[config.mk]
export PLATFORM = sky130hd
export DESIGN_NAME = aes_inv_round_ctrl
export DESIGN_NICKNAME = d
export VERILOG_FILES = /design/src/rtl/aes_ctrl_pkg.sv /design/src/rtl/aes_beat_counter.sv /design/src/rtl/aes_inv_round_ctrl.sv
export SDC_FILE = /design/constraint.sdc
export NUM_CORES = 1
export LEC_CHECK = 0
export BUFFER_PORTS_ARGS = -buffer_cell sky130_fd_sc_hd__buf_2
export CAP_MARGIN = 20
export CELL_PAD_IN_SITES_DETAIL_PLACEMENT = 2
export CELL_PAD_IN_SITES_GLOBAL_PLACEMENT = 2
export CORE_AREA = 2 2 312 314
export DETAILED_ROUTE_END_ITERATION = 8
export DIE_AREA = 0 0 314 316
export GPL_TIMING_DRIVEN = 0
export PLACE_DENSITY = 0.57
export SLEW_MARGIN = 20
export SYNTH_ARGS = -nofsm -noshare
export SYNTH_HDL_FRONTEND = slang
export SYNTH_SLANG_ARGS = --single-unit
[constraint.sdc]
create_clock -name clk -period 3.48 [get_ports clk]
set_clock_uncertainty 0.05 [all_clocks]
set_input_delay 0.696 -clock clk [delete_from_list [all_inputs] [get_ports clk]]
set_output_delay 0.696 -clock clk [all_outputs]
set_load 0.02 [all_outputs]
[src/rtl/aes_ctrl_pkg.sv]
// Shared types and helpers for the inverse-cipher round sequencer.
// Holds the FSM state type, the key-size encodings and the Nr lookup.
package aes_ctrl_pkg;

  typedef enum logic [1:0] {
    IDLE  = 2'd0,
    RUN   = 2'd1,
    FINAL = 2'd2,
    DONE  = 2'd3
  } ctrl_state_e;

  localparam logic [1:0] MODE_128     = 2'b00;
  localparam logic [1:0] MODE_192     = 2'b01;
  localparam logic [1:0] MODE_256     = 2'b10;
  localparam logic [1:0] MODE_ILLEGAL = 2'b11;

  // Number of rounds for a legal key size; the illegal code never reaches RUN.
  function automatic logic [3:0] nr_of(input logic [1:0] mode);
    case (mode)
      MODE_192: nr_of = 4'd12;
      MODE_256: nr_of = 4'd14;
      default:  nr_of = 4'd10;
    endcase
  endfunction

endpackage

[src/rtl/aes_beat_counter.sv]
// Per-round beat counter: counts 0..ROUND_CYCLES-1 while enabled and
// pulses tc_o on the last beat, returning to 0 on that same edge.
module aes_beat_counter #(
  parameter int ROUND_CYCLES = 20,
  parameter int CYC_W        = 5
) (
  input  logic             clk,
  input  logic             rst_n,
  input  logic             clear_i,
  input  logic             enable_i,
  output logic [CYC_W-1:0] cyc_o,
  output logic             tc_o
);

  localparam logic [CYC_W-1:0] LAST_BEAT = CYC_W'(ROUND_CYCLES - 1);

  logic [CYC_W-1:0] cyc_q, cyc_d;

  assign tc_o  = enable_i && (cyc_q == LAST_BEAT);
  assign cyc_o = cyc_q;

  // NOTE: cyc_d takes its hold value first so every path assigns it and no latch is inferred.
  always_comb begin
    cyc_d = cyc_q;
    if (clear_i || tc_o) begin
      cyc_d = '0;
    end else if (enable_i) begin
      cyc_d = cyc_q + 1'b1;
    end
  end

  // NOTE: registers update with non-blocking assignments so all flops sample pre-edge values.
  always_ff @(posedge clk or negedge rst_n) begin
    if (!rst_n) begin
      cyc_q <= '0;
    end else begin
      cyc_q <= cyc_d;
    end
  end

endmodule

[src/rtl/aes_inv_round_ctrl.sv]
// Sequencer for the radix-8 inverse round datapath: latches a ciphertext,
// steps Nr rounds fetching keys Nr..1, runs the final add-round-key, returns pt.
module aes_inv_round_ctrl #(
  parameter int ROUND_CYCLES = 20,
  parameter int CYC_W        = 5
) (
  input  logic         clk,
  input  logic         rst_n,
  input  logic         in_valid,
  output logic         in_ready,
  input  logic [127:0] ct_i,
  input  logic [1:0]   mode_i,
  output logic         out_valid,
  input  logic         out_ready,
  output logic [127:0] pt_o,
  output logic         err_o,
  output logic         busy_o,
  output logic [3:0]   key_idx_o,
  input  logic [127:0] key_i,
  output logic [3:0]   dp_round,
  output logic [1:0]   dp_mode,
  output logic [3:0]   dp_width_sel,
  output logic [127:0] dp_data_in,
  output logic [127:0] dp_round_key,
  input  logic [127:0] dp_data_out
);
  import aes_ctrl_pkg::*;

  if (ROUND_CYCLES < 16) begin : g_round_cycles_check
    $error("aes_inv_round_ctrl: ROUND_CYCLES must be at least 16");
  end
  if ((2 ** CYC_W) < ROUND_CYCLES) begin : g_cyc_w_check
    $error("aes_inv_round_ctrl: CYC_W too narrow for ROUND_CYCLES");
  end

  ctrl_state_e      state_q, state_d;
  logic [3:0]       round_q;
  logic [1:0]       mode_q;
  logic [127:0]     data_q;
  logic [127:0]     pt_q;
  logic             err_q, err_d;
  logic             accept;
  logic             tc;
  logic [CYC_W-1:0] cyc;
  logic [3:0]       nr;

  assign nr = nr_of(mode_q);

  aes_beat_counter #(
    .ROUND_CYCLES(ROUND_CYCLES),
    .CYC_W       (CYC_W)
  ) u_beat (
    .clk     (clk),
    .rst_n   (rst_n),
    .clear_i (accept),
    .enable_i(state_q == RUN),
    .cyc_o   (cyc),
    .tc_o    (tc)
  );

  always_comb begin
    state_d      = state_q;
    in_ready     = 1'b0;
    err_d        = 1'b0;
    accept       = 1'b0;
    dp_round     = 4'd0;
    dp_width_sel = 4'd0;
    key_idx_o    = 4'd0;
    case (state_q)
      IDLE: begin
        in_ready = 1'b1;
        if (in_valid) begin
          if (mode_i == MODE_ILLEGAL) begin
            err_d = 1'b1;
          end else begin
            accept  = 1'b1;
            state_d = RUN;
          end
        end
      end
      RUN: begin
        dp_round     = round_q;
        // Wraps modulo 16 when a round is longer than 16 beats.
        dp_width_sel = 4'(cyc);
        key_idx_o    = nr - round_q;
        if (tc && ((round_q + 4'd1) == nr)) begin
          state_d = FINAL;
        end
      end
      FINAL: begin
        dp_round = nr;
        state_d  = DONE;
      end
      DONE: begin
        if (out_ready) begin
          state_d = IDLE;
        end
      end
      default: state_d = IDLE;
    endcase
  end

  // NOTE: the wide data registers are reset as well because pt_o and the state register have defined reset values.
  always_ff @(posedge clk or negedge rst_n) begin
    if (!rst_n) begin
      state_q <= IDLE;
      round_q <= 4'd0;
      mode_q  <= MODE_128;
      data_q  <= '0;
      pt_q    <= '0;
      err_q   <= 1'b0;
    end else begin
      state_q <= state_d;
      err_q   <= err_d;
      if (accept) begin
        data_q  <= ct_i;
        mode_q  <= mode_i;
        round_q <= 4'd0;
      end else if ((state_q == RUN) && tc) begin
        data_q  <= dp_data_out;
        round_q <= round_q + 4'd1;
      end
      if (state_q == FINAL) begin
        pt_q <= dp_data_out;
      end
    end
  end

  assign out_valid    = (state_q == DONE);
  assign busy_o       = (state_q == RUN) || (state_q == FINAL);
  assign pt_o         = pt_q;
  assign err_o        = err_q;
  assign dp_mode      = mode_q;
  assign dp_data_in   = data_q;
  assign dp_round_key = key_i;

endmodule
==> flow_summary.ini <==
[power_and_ir_drop]
p_per_area_nw_per_um2 = 916
peakVddDrop_v = 0.000292
p_leak_nw = 8.74

[place]
dp_hpwl_um = 49000
port_buffers = 663
placed_cells = 3016
gp_congestion = 0.820
pre_cts_slack_ns = 0.0866

[worst_setup_path]
r2r_slack_ns = 0.25
reg2reg_to = dp_data_in[101]
end_kind = primary output
crit_start = dp_mode[1]
cp-endpoint = key_idx_o[3]
crit_required_ns = 2.73
r2r_start = state_q[0]
crit_type = reg2out
rr_worst_depth = 9
arrival_ns = 2.52
cp_max_fo = 3
start_kind = register

[global_route]
grt_max_degree = 86
grt_pass1_wl_um = 87600
grt_pass1_vias = 12685
grt_usage_pct = 12.0
grt_overflow = 0
antenna_found_initial = 10

[synth]
synth_most_common_cell = dfrtp_1
synth.distinct_cells = 40
synthTopCellsByArea = dfrtp_1, mux2_2, mux2i_1
synth-seq-cells = 270
synth_top_area_share_pct = 53.5
syn_inst = 1072
syn_nets = 1473
ys_warn_count = 0
synth_flop_cell = dfrtp_1
synth_common_cells = dfrtp_1, buf_4, nand2_1
yosysTopAreaCell = dfrtp_1
avgSynthCellArea_um2 = 11.8
async_reset_ff_share_pct = 100
yosysSeqAreaShare_pct = 53.5
synth_edf_count = 0
syn_area_um2 = 12600

[finish]
multi_input_area_um2 = 4550
final_nets = 2179
syn_to_final_growth_pct = 49.2
regArea_um2 = 6760
drive_above_1_share_pct = 57.3
final.fill_count = 10997
stdcell_count = 3078

[clock_network]
ctsRootBufferMaster = clkbuf_16
postCtsSetupBuffers = 0
cts_buffers = 36
htree_levels = 2
cts.sinks = 270
cts_tree = yes
clock_latency_ns = 0.57
clk_pin_slew_ns = 0.06
cts.path.max_buffers = 3

[timing]
period_share_pct = 93.9
tightest_slew_ns = 0.830
setup_viol = 0
slew_headroom_pct = 44.7
setup_ws_ns = 0.214
hold_ws_ns = 0.284
finalCriticalPeriod_ns = 3.27
rsz0062_at_grt = false
max_clock_freq_mhz = 306
maxSlewViolCount = 0
finalHoldViolCount = 0

[die]
ios = 792
fp.dieW_um = 314
die_y_um = 316
dieArea_um2 = 99200
initial_core_util_pct = 13.2
num_rows = 114
core_um2 = 96000

[drt]
postRouteAntennaNets = 0
viasPerCell = 3.61
wl_per_cell_um = 20.0
drc = 0
first_pass_iters = 4
vias = 11122
totalWireLength_um = 61600
drt_iter0_markers = 274

[worst_hold_path]
hp-class = in2reg

[job]
maxCapViolCount = 0

[status]
status = complete, no violations
-- power by group --
group,switching [W],internal (W)
logic,0.00507,0.00303
registers,0.000879,0.00467
clock network,0.00148,0.00213
total,0.00742,0.00983
-- worst min path at each step --
stage | startpoint | to | slack, ns | cells after the start
detailed placement | pt_o[25] | pt_o[25] | 0.44 | 1
floorplan | rst_n | dp_data_in[0] | 0.35 | 0
finish | ct_i[17] | dp_data_in[17] | 0.28 | 3
CTS | ct_i[95] | dp_data_in[95] | 0.22 | 3
global placement | pt_o[107] | pt_o[107] | 0.43 | 1
global route | ct_i[95] | dp_data_in[95] | 0.25 | 3
-- sequential cells by signal (all words and copies together), names as in the netlist --
name / flops
dp_data_in: 128
state_q: 2
pt_o: 128
err_o: 1
u_beat.cyc_o: 5
dp_mode: 2
round_q: 4
-- cell type report --
cell class	instances	share of cell area [%]
Timing Repair Buffer	669	18.4
Clock buffer	54	5.73
Antenna cell	2	0.0266
Buffer	187	6.88
Sequential cell	270	35.9
Inverter	11	0.219
Clock inverter	6	0.199
Tap cell	1276	8.48
Multi-Input combinational cell	603	24.2
-- per-layer routing --
| layer | vias to the layer above | wire [um] | GRT usage, % |
|---|---|---|---|
| li1 | 4963 | - | - |
| met1 | 5525 | 23100 | 13.1 |
| met2 | 549 | 31500 | 21.7 |
| met3 | 79 | 5240 | 4.28 |
| met4 | 6 | 1770 | 3.87 |
| met5 | - | 38 | 0 |
-- through the flow --
step / TNS, ns / total power [W] / util, % / area, um2
2_1_floorplan: 0 / 0.0102 / - / 12600
3_3_place_gp: -1028.32 / 0.0136 / 18.3 / 17500
3_5_place_dp: 0 / 0.0139 / 18.4 / 17700
4_1_cts: 0 / 0.0177 / 19.6 / 18800
5_1_grt: 0 / 0.0185 / 19.6 / 18800
6_report: 0 / 0.0172 / 19.6 / 18800
-- logic make-up after synthesis --
kind of cell	share of synthesized area, %
flops	53.5
mux	21.6
buf+inv	10.5
simple gates	6.08
compound gates	6.31
fa+ha+maj	1.21
xor+xnor	0.753
-- critical path, stage by stage (launching register included) --
cell and delay, ns:
dfrtp_1 0.37, inv_1 0.08, ha_2 0.21, inv_1 0.10
ha_1 0.28, nor2b_1 0.14, o21ai_2 0.19, a21boi_0 0.11
nor3_1 0.25, buf_2 0.22
-- what timing repair did --
action,in CTS,in global routing
hold buffers,1,0
endpoints found under the hold margin,46,0
gates resized for setup,4,3
setup endpoints to repair,4,2
pin swaps,1,1
-- placed cells by master (no fill, tap or decap), types with 3 or more instances in the layout --
cell type,count
a21oi_1,5
a31oi_1,3
a41oi_1,3
and2_1,5
buf_16,4
buf_2,685
buf_4,147
clkbuf_1,20
clkbuf_16,37
clkbuf_8,10
clkinv_2,4
dfrtp_1,270
ha_1,7
inv_1,11
mux2_2,128
mux2i_1,129
nand2_1,133
nand3_1,4
nor2_1,10
nor2b_1,6
nor3_1,6
o21ai_0,76
o21ai_1,54
xnor2_1,7
(Power assumes the default switching activity.)
